`config.mk`:
```
export PLATFORM = sky130hd
export DESIGN_NAME = l2_arbiter_fsm_flat
export DESIGN_NICKNAME = d
export VERILOG_FILES = /design/src/rtl/l2_arbiter_fsm_if.sv /design/src/rtl/l2_arbiter_fsm.sv /design/src/flat_wrapper.sv
export SDC_FILE = /design/constraint.sdc
export NUM_CORES = 1
export LEC_CHECK = 0
export CAP_MARGIN = 20
export CORE_AREA = 5 5 545 547
export CTS_BUF_LIST = sky130_fd_sc_hd__clkbuf_8 sky130_fd_sc_hd__clkbuf_16
export CTS_CLUSTER_SIZE = 40
export DETAILED_ROUTE_END_ITERATION = 12
export DIE_AREA = 0 0 550 552
export GPL_TIMING_DRIVEN = 0
export SLEW_MARGIN = 20
export SYNTH_ARGS = -nofsm -noshare
export SYNTH_HDL_FRONTEND = slang
export SYNTH_SLANG_ARGS = --single-unit
```
`constraint.sdc`:
```
create_clock -name clk -period 4.7 [get_ports clk]
set_input_delay 0.94 -clock clk [delete_from_list [all_inputs] [get_ports clk]]
set_output_delay 0.94 -clock clk [all_outputs]
set_load 0.005 [all_outputs]
```
`src/rtl/l2_arbiter_fsm_if.sv`:
```
// ---------------------------------------------------------------------------
// l2_arbiter_fsm_if
//
// Purpose:
//   Bundles the L1 request side and the L2 command/response side of the
//   shared L2 port arbiter into one interface.
//
// Signal summary:
//   L1_i_read / L1_i_write   I-cache line read / write request (level)
//   L1_i_addr / L1_i_wdata   I-cache request address / write line
//   L1_d_read / L1_d_write   D-cache line read / writeback request (level)
//   L1_d_addr / L1_d_wdata   D-cache request address / write line
//   L2_resp / L2_rdata       L2 completion pulse / read line valid with it
//   L1_i_resp / L1_d_resp    completion returned to the owning L1 only
//   data_to_L1               read line returned to the L1s
//   L2_read / L2_write       command to L2
//   L2_addr / data_to_L2     address / write line to L2
//
// Modports:
//   slave  - the arbiter's view (takes requests, drives L2 commands)
//   master - the environment's view (L1 caches plus the L2 model)
// ---------------------------------------------------------------------------
interface l2_arbiter_fsm_if #(
    parameter int ADDR_W = 32,
    parameter int LINE_W = 256
);

    logic              L1_i_read;
    logic              L1_i_write;
    logic [ADDR_W-1:0] L1_i_addr;
    logic [LINE_W-1:0] L1_i_wdata;
    logic              L1_d_read;
    logic              L1_d_write;
    logic [ADDR_W-1:0] L1_d_addr;
    logic [LINE_W-1:0] L1_d_wdata;
    logic              L2_resp;
    logic [LINE_W-1:0] L2_rdata;

    logic              L1_i_resp;
    logic              L1_d_resp;
    logic [LINE_W-1:0] data_to_L1;
    logic              L2_read;
    logic              L2_write;
    logic [ADDR_W-1:0] L2_addr;
    logic [LINE_W-1:0] data_to_L2;

    modport slave (
        input  L1_i_read,
        input  L1_i_write,
        input  L1_i_addr,
        input  L1_i_wdata,
        input  L1_d_read,
        input  L1_d_write,
        input  L1_d_addr,
        input  L1_d_wdata,
        input  L2_resp,
        input  L2_rdata,
        output L1_i_resp,
        output L1_d_resp,
        output data_to_L1,
        output L2_read,
        output L2_write,
        output L2_addr,
        output data_to_L2
    );

    modport master (
        output L1_i_read,
        output L1_i_write,
        output L1_i_addr,
        output L1_i_wdata,
        output L1_d_read,
        output L1_d_write,
        output L1_d_addr,
        output L1_d_wdata,
        output L2_resp,
        output L2_rdata,
        input  L1_i_resp,
        input  L1_d_resp,
        input  data_to_L1,
        input  L2_read,
        input  L2_write,
        input  L2_addr,
        input  data_to_L2
    );

endinterface

```
`src/rtl/l2_arbiter_fsm.sv`:
```
// ---------------------------------------------------------------------------
// l2_arbiter_fsm
//
// Purpose:
//   Shares a single L2 cache port between the L1 I-cache and L1 D-cache.
//   One L1 is granted per transaction and keeps the grant until L2 answers
//   with L2_resp. The granted L1's address, command and write line are
//   routed to L2; the L2 read line and completion go back to that L1 only.
//   Round-robin between the two L1s on simultaneous requests, and a
//   watchdog flags an L2 that takes too long to respond.
//
// Parameters:
//   ADDR_W   address width on both sides
//   LINE_W   cache line width
//   TIMEOUT  cycles a granted transaction may wait before timeout_err sets
//
// Ports:
//   clk          clock, all state on the rising edge
//   rst_n        synchronous active-low reset
//   bus          l2_arbiter_fsm_if.slave (L1 requests, L2 command/response)
//   timeout_err  sticky watchdog flag, cleared only by reset
// ---------------------------------------------------------------------------
module l2_arbiter_fsm #(
    parameter int ADDR_W  = 32,
    parameter int LINE_W  = 256,
    parameter int TIMEOUT = 1023
) (
    input  logic                  clk,
    input  logic                  rst_n,
    l2_arbiter_fsm_if.slave       bus,
    output logic                  timeout_err
);

    localparam int CNT_W = $clog2(TIMEOUT + 1);

    typedef enum logic [2:0] {
        IDLE = 3'd0,
        I_RD = 3'd1,
        I_WR = 3'd2,
        D_RD = 3'd3,
        D_WR = 3'd4
    } state_t;

    state_t            state;
    state_t            next_state;
    logic              last_grant_d;
    logic              grant_d;
    logic              take_grant;
    logic              port_i_req;
    logic              port_d_req;
    logic [CNT_W-1:0]  wait_cnt;

    assign port_i_req = bus.L1_i_read | bus.L1_i_write;
    assign port_d_req = bus.L1_d_read | bus.L1_d_write;

    // State register and round-robin history. last_grant_d resets to D so
    // that the I-cache wins the very first tie after reset.
    always_ff @(posedge clk) begin
        if (!rst_n) begin
            state        <= IDLE;
            last_grant_d <= 1'b1;
        end else begin
            state <= next_state;
            if (take_grant) begin
                last_grant_d <= grant_d;
            end
        end
    end

    // Next-state and output decode. In IDLE the arbiter picks a port (the
    // one not granted last time on a tie) and, within that port, a write
    // ahead of a read so a dirty writeback lands before the fill. Once
    // granted, the L2 side is steered straight from the owner's live inputs
    // and the other port is ignored until the transaction returns to IDLE.
    always_comb begin
        next_state     = state;
        take_grant     = 1'b0;
        grant_d        = 1'b0;
        bus.L2_read    = 1'b0;
        bus.L2_write   = 1'b0;
        bus.L2_addr    = '0;
        bus.data_to_L2 = '0;
        bus.data_to_L1 = '0;
        bus.L1_i_resp  = 1'b0;
        bus.L1_d_resp  = 1'b0;

        case (state)
            IDLE: begin
                if (port_i_req || port_d_req) begin
                    take_grant = 1'b1;
                    if (port_i_req && port_d_req) begin
                        grant_d = ~last_grant_d;
                    end else begin
                        grant_d = port_d_req;
                    end
                    if (grant_d) begin
                        next_state = bus.L1_d_write ? D_WR : D_RD;
                    end else begin
                        next_state = bus.L1_i_write ? I_WR : I_RD;
                    end
                end
            end

            I_RD: begin
                bus.L2_read    = 1'b1;
                bus.L2_addr    = bus.L1_i_addr;
                bus.data_to_L2 = bus.L1_i_wdata;
                bus.data_to_L1 = bus.L2_rdata;
                bus.L1_i_resp  = bus.L2_resp;
                if (bus.L2_resp) begin
                    next_state = IDLE;
                end
            end

            I_WR: begin
                bus.L2_write   = 1'b1;
                bus.L2_addr    = bus.L1_i_addr;
                bus.data_to_L2 = bus.L1_i_wdata;
                bus.L1_i_resp  = bus.L2_resp;
                if (bus.L2_resp) begin
                    next_state = IDLE;
                end
            end

            D_RD: begin
                bus.L2_read    = 1'b1;
                bus.L2_addr    = bus.L1_d_addr;
                bus.data_to_L2 = bus.L1_d_wdata;
                bus.data_to_L1 = bus.L2_rdata;
                bus.L1_d_resp  = bus.L2_resp;
                if (bus.L2_resp) begin
                    next_state = IDLE;
                end
            end

            D_WR: begin
                bus.L2_write   = 1'b1;
                bus.L2_addr    = bus.L1_d_addr;
                bus.data_to_L2 = bus.L1_d_wdata;
                bus.L1_d_resp  = bus.L2_resp;
                if (bus.L2_resp) begin
                    next_state = IDLE;
                end
            end

            default: begin
                next_state = IDLE;
            end
        endcase
    end

    // Watchdog. wait_cnt holds the number of cycles already spent waiting
    // in the current transaction; it saturates at TIMEOUT so the sticky
    // flag is raised once and the counter never wraps while L2 stays silent.
    always_ff @(posedge clk) begin
        if (!rst_n) begin
            wait_cnt    <= '0;
            timeout_err <= 1'b0;
        end else if (state == IDLE || bus.L2_resp) begin
            wait_cnt <= '0;
        end else if (wait_cnt == CNT_W'(TIMEOUT)) begin
            timeout_err <= 1'b1;
        end else begin
            wait_cnt <= wait_cnt + CNT_W'(1);
        end
    end

endmodule

```
`src/flat_wrapper.sv`:
```
// flat-port wrapper written by rule: the top's interface ports become plain ports
module l2_arbiter_fsm_flat 
#(
    parameter int ADDR_W  = 32,
    parameter int LINE_W  = 256,
    parameter int TIMEOUT = 1023
)
  (clk, rst_n, timeout_err, bus_L1_i_read, bus_L1_i_write, bus_L1_i_addr, bus_L1_i_wdata, bus_L1_d_read, bus_L1_d_write, bus_L1_d_addr, bus_L1_d_wdata, bus_L2_resp, bus_L2_rdata, bus_L1_i_resp, bus_L1_d_resp, bus_data_to_L1, bus_L2_read, bus_L2_write, bus_L2_addr, bus_data_to_L2);
  l2_arbiter_fsm_if #(.ADDR_W(ADDR_W), .LINE_W(LINE_W)) bus_i ();
  input  logic clk;
  input  logic rst_n;
  output logic timeout_err;
  input wire logic [$bits(bus_i.L1_i_read)-1:0] bus_L1_i_read;
  input wire logic [$bits(bus_i.L1_i_write)-1:0] bus_L1_i_write;
  input wire logic [$bits(bus_i.L1_i_addr)-1:0] bus_L1_i_addr;
  input wire logic [$bits(bus_i.L1_i_wdata)-1:0] bus_L1_i_wdata;
  input wire logic [$bits(bus_i.L1_d_read)-1:0] bus_L1_d_read;
  input wire logic [$bits(bus_i.L1_d_write)-1:0] bus_L1_d_write;
  input wire logic [$bits(bus_i.L1_d_addr)-1:0] bus_L1_d_addr;
  input wire logic [$bits(bus_i.L1_d_wdata)-1:0] bus_L1_d_wdata;
  input wire logic [$bits(bus_i.L2_resp)-1:0] bus_L2_resp;
  input wire logic [$bits(bus_i.L2_rdata)-1:0] bus_L2_rdata;
  output wire logic [$bits(bus_i.L1_i_resp)-1:0] bus_L1_i_resp;
  output wire logic [$bits(bus_i.L1_d_resp)-1:0] bus_L1_d_resp;
  output wire logic [$bits(bus_i.data_to_L1)-1:0] bus_data_to_L1;
  output wire logic [$bits(bus_i.L2_read)-1:0] bus_L2_read;
  output wire logic [$bits(bus_i.L2_write)-1:0] bus_L2_write;
  output wire logic [$bits(bus_i.L2_addr)-1:0] bus_L2_addr;
  output wire logic [$bits(bus_i.data_to_L2)-1:0] bus_data_to_L2;
  assign bus_i.L1_i_read = bus_L1_i_read;
  assign bus_i.L1_i_write = bus_L1_i_write;
  assign bus_i.L1_i_addr = bus_L1_i_addr;
  assign bus_i.L1_i_wdata = bus_L1_i_wdata;
  assign bus_i.L1_d_read = bus_L1_d_read;
  assign bus_i.L1_d_write = bus_L1_d_write;
  assign bus_i.L1_d_addr = bus_L1_d_addr;
  assign bus_i.L1_d_wdata = bus_L1_d_wdata;
  assign bus_i.L2_resp = bus_L2_resp;
  assign bus_i.L2_rdata = bus_L2_rdata;
  assign bus_L1_i_resp = bus_i.L1_i_resp;
  assign bus_L1_d_resp = bus_i.L1_d_resp;
  assign bus_data_to_L1 = bus_i.data_to_L1;
  assign bus_L2_read = bus_i.L2_read;
  assign bus_L2_write = bus_i.L2_write;
  assign bus_L2_addr = bus_i.L2_addr;
  assign bus_data_to_L2 = bus_i.data_to_L2;
  l2_arbiter_fsm #(.ADDR_W(ADDR_W), .LINE_W(LINE_W), .TIMEOUT(TIMEOUT)) u_core (.clk(clk), .rst_n(rst_n), .bus(bus_i), .timeout_err(timeout_err));
endmodule
```
==> summary.md, run 1 <==
| Metric | Value |
|---|---|
| Most used cell, CP | clkbuf_1 |
| Clock Latency Late Sink | 0.25 ns |
| Vias in the first global route | 13,393 |
| CTS tree | done |
| Seq pwr share | 1.9% |
| CP max stage cell | clkdlybuf4s50_1 |
| Worst r2r src | u_core.state[0]$_SDFFE_PN0P_ |
| Vias | 14,862 |
| Comb power frac | 95.9% |
| Die height | 552 um |
| Complex-gate fraction of the synthesized area | 49.3% |
| R2R Setup Slk | 2.97 ns |
| Area Overhead vs Synth | 346% |
| M3 GR Usage | 15.4% |
| Grt ovf | 0 |
| Gpl congestion | 1.06 |
| #FFs+latches synth | 15 |
| # DRC | 0 |
| Main combinational cell family by area after synthesis | compound AO/OA/AOI/OAI gates |
| Setup TNS | 0 ns |
| Final setup fails | 0 |
| Worst Setup EP | bus_data_to_L1[179] |
| Fin. max-slew vios | 0 |
| CTS root buf | clkbuf_16 |
| Simple-gate share of the synthesized area | 33.3% |
| Crit path cell chain | nor2b_1, clkbuf_1, buf_2, clkbuf_1, and2_1, clkdlybuf4s50_1 |
| Largest net degree at the start of global routing | 11 |
| Fillers | 34,098 |
| CTS Buf Count | 3 |
| Min-Delay Path Class | flop to flop |
| Most frequent cells in the layout | clkdlybuf4s50_1 (1,359), a22o_1 (288), and2_1 (259), buf_2 (45), clkbuf_1 (30) |
| Grt peak-use layer | met2 |
| Syn Inst Count | 733 |
| Crit path max-delay family | buffers and inverters |
| Dominant synthesized flop cell | dfxtp_1 |
| WS Path Type | flop to output port |
| Buffers & Inverters on Critical Path | 4 |
| Synth Area in XOR/XNOR | 0.317% |
| Synth Warn # | 0 |
| PD cells | 310 nW/um^2 |
| CP max FO | 10 |
| Global-route wire length before repair | 317,000 um |
| Initial antenna violation count | 444 |
| Worst Max-Slew Pin Slew | 1.18 ns |
| WL/cell | 47.0 um |
| Final min period | 4.35 ns |
| Sw Share | 56.6% |
| Clk pwr share | 2.2% |
| I/O pins | 1,388 |
| Crit Reg-Reg Endpoint | u_core.state[0]$_SDFFE_PN0P_ |
| Distinct cells, synth | 43 |
| P_sw | 4320 uW |
| Die extent in x | 550 um |
| Max Fclk | 230 MHz |
| Status | finished clean |
| Clock Path Buffers | 2 |
| Core area | 292,000 um^2 |
| Port bufs | 1,387 |
| Gr usage total | 18.1% |
| Clk sinks | 15 |
| Post-synth top area share | 45.7% |
| Max cap viols | 0 |
| RSZ-0062 raised after global routing | false |
| Max_slew headroom | 21.3% |
| Max IR drop VDD | 0.169 mV |
| Layout cell share with drive strength beyond 1 | 4.18% |
| DRT antenna net count | 0 |
| First-pass iteration count of the detailed router | 5 |
| Commonest non-fill, non-tap cell in the layout | clkdlybuf4s50_1 |
| Synth async-reset ratio | 0% |
| CP endpoint kind | output port |
| Post-synth EDFFs | 0 |
| LEAKAGE | 0.00778 uW |
| Clk pin slew, worst setup/hold paths | 0.05 ns |
| Die area | 304,000 um^2 |
| Via/cell ratio | 2.42 |
| Final wirelength | 288,000 um |
| Fin crit share | 92.5% |
| CP arrival | 3.41 ns |
| Final Hold Viols | 0 |
| Slowest stage delay, CP | 1.17 ns |
| CTS H-tree lvls | 1 |
| Met2 usage | 27.8% |
| Synthesized area | 5520 um^2 |
| Worst setup path startpoint | u_core.state[0]$_SDFFE_PN0P_ |
| Avg Synthesized Cell Area | 7.53 um^2 |
| Met1 usage | 18.7% |
| WP depth | 6 |
| WP data required | 3.76 ns |
| Worst setup SP type | flop |
| Drt initial violations | 912 |
| Synth area leader | a22o_1 |
| Ranking of synthesized cells by area | a22o_1 (46%), and2_1 (29%), dfxtp_1 (5.4%) |
| Multiplexer area fraction after synthesis | 0.181% |
| Initial Util | 1.89% |
| Syn nets | 1,573 |
| Skew final | 0.00149 ns |
| Row Count | 199 |
| Internal power | 3310 uW |
| R2R cell count | 4 |
| Fin nets | 2,968 |
| Hold Slack | 0.460 ns |
| Post-Synth Adder-Cell Area | 0.227% |
| Sequential element share of the synthesized area | 5.44% |
| HPWL Detailed | 278,000 um |
-- worst min path at each step --
stage                                    start                              end  slack (ns)  cells after the start
2_1_floorplan  u_core.timeout_err$_SDFFE_PN0P_  u_core.timeout_err$_SDFFE_PN0P_        0.45                      2
3_3_place_gp   u_core.timeout_err$_SDFFE_PN0P_  u_core.timeout_err$_SDFFE_PN0P_        0.45                      2
3_5_place_dp   u_core.timeout_err$_SDFFE_PN0P_  u_core.timeout_err$_SDFFE_PN0P_        0.44                      2
4_1_cts        u_core.timeout_err$_SDFFE_PN0P_  u_core.timeout_err$_SDFFE_PN0P_        0.46                      2
5_1_grt        u_core.timeout_err$_SDFFE_PN0P_  u_core.timeout_err$_SDFFE_PN0P_        0.50                      2
6_report       u_core.timeout_err$_SDFFE_PN0P_  u_core.timeout_err$_SDFFE_PN0P_        0.46                      2
-- timing repair --
action	4_1_cts	5_1_grt
pin swaps	1	0
hold buffers	0	0
gates resized for setup	12	4
setup buffers	3	0
endpoints found under the setup margin	14	4
-- power by group through the flow --
stage | sequential [uW] | combinational (uW) | clock [uW]
global route | 144 | 7790 | 174
floorplan | 144 | 1670 | 0
detailed placement | 145 | 7510 | 0
global placement | 145 | 7530 | 0
CTS | 143 | 7570 | 168
finish | 143 | 7320 | 169
-- stage by stage --
| step | util (%) | instances | setup WS (ns) | power (uW) | cell area (um^2) |
|---|---|---|---|---|---|
| 2_1_floorplan | - | 733 | 2.33 | 1820 | 5520 |
| 3_3_place_gp | 8.32 | 6039 | -0.656 | 7680 | 24300 |
| 3_5_place_dp | 8.31 | 6039 | -0.0124 | 7660 | 24300 |
| 4_1_cts | 8.35 | 6046 | 0.00579 | 7880 | 24400 |
| 5_1_grt | 8.39 | 6096 | 0.0330 | 8100 | 24500 |
| 6_report | 8.42 | 6135 | 0.351 | 7630 | 24600 |
-- Yosys cell counts (2+ instances only) --
cell type and number:
xnor2_1 2, nor3_1 3, a22o_1 288, o21ai_0 3, a32o_1 2, clkbuf_1 37, dfxtp_1 15, a21oi_1 7
nand2b_1 2, buf_12 2, buf_4 3, buf_2 33, a31oi_1 3, nand3_1 2, inv_1 3, a211oi_1 5
nor2_1 4, o31ai_1 2, buf_6 21, nor2b_1 2, and2_1 259, and3_1 3, nand4_1 5, nand2_1 7
and4_1 2
-- per-layer routing --
metal  routed length, um  up-vias
met5                2030        -
met4                9540      242
met3               55100      762
met2              121000     1705
met1              101000     6464
li1                    -     5689
-- flip-flops by register name, indices dropped and copies added (netlist names) --
signal,flops
u_core.state,3
u_core.last_grant_d,1
u_core.wait_cnt,10
u_core.timeout_err,1
-- layout make-up --
| class | instances | area, um^2 | share of cell area, % |
|---|---|---|---|
| clock inverters | 1 | 3.75 | 0.0153 |
| well taps | 3919 | 4900 | 19.9 |
| repair buffers | 1390 | 13800 | 56.3 |
| flip-flops and latches | 15 | 300 | 1.22 |
| diodes | 89 | 223 | 0.906 |
| inverters | 3 | 11.3 | 0.0458 |
| clock buffers | 3 | 75.1 | 0.305 |
| multi-input cells | 618 | 4600 | 18.7 |
| plain buffers | 97 | 619 | 2.52 |
-- cell families (layout without fill, tap and decap cells) --
group / Yosys count / count (layout)
simple gates: 297 / 297
fa+ha+maj: 1 / 1
buf+inv: 100 / 1494
other cells: 0 / 89
xor+xnor: 2 / 2
flops: 15 / 15
mux: 1 / 1
compound gates: 317 / 317
-- worst reg2reg max path: cells and delay by family (launching register included) --
family	cells	cell delay, ns
buf+inv	2	0.92
simple gates	1	0.15
compound gates	1	0.19
flops	1	0.42
No activity file was read; power rests on OpenSTA's default activity.
==> inputs of run 2 (changes only) <==
--- a/config.mk
+++ b/config.mk
@@ -8,7 +8,7 @@
 export CAP_MARGIN = 20
 export CORE_AREA = 5 5 545 547
 export CTS_BUF_LIST = sky130_fd_sc_hd__clkbuf_8 sky130_fd_sc_hd__clkbuf_16
-export CTS_CLUSTER_SIZE = 40
+export CTS_CLUSTER_SIZE = 24
 export DETAILED_ROUTE_END_ITERATION = 12
 export DIE_AREA = 0 0 550 552
 export GPL_TIMING_DRIVEN = 0
==> results of run 2 <==
No change in the layout: final DEF, timing and power equal those of run 1.
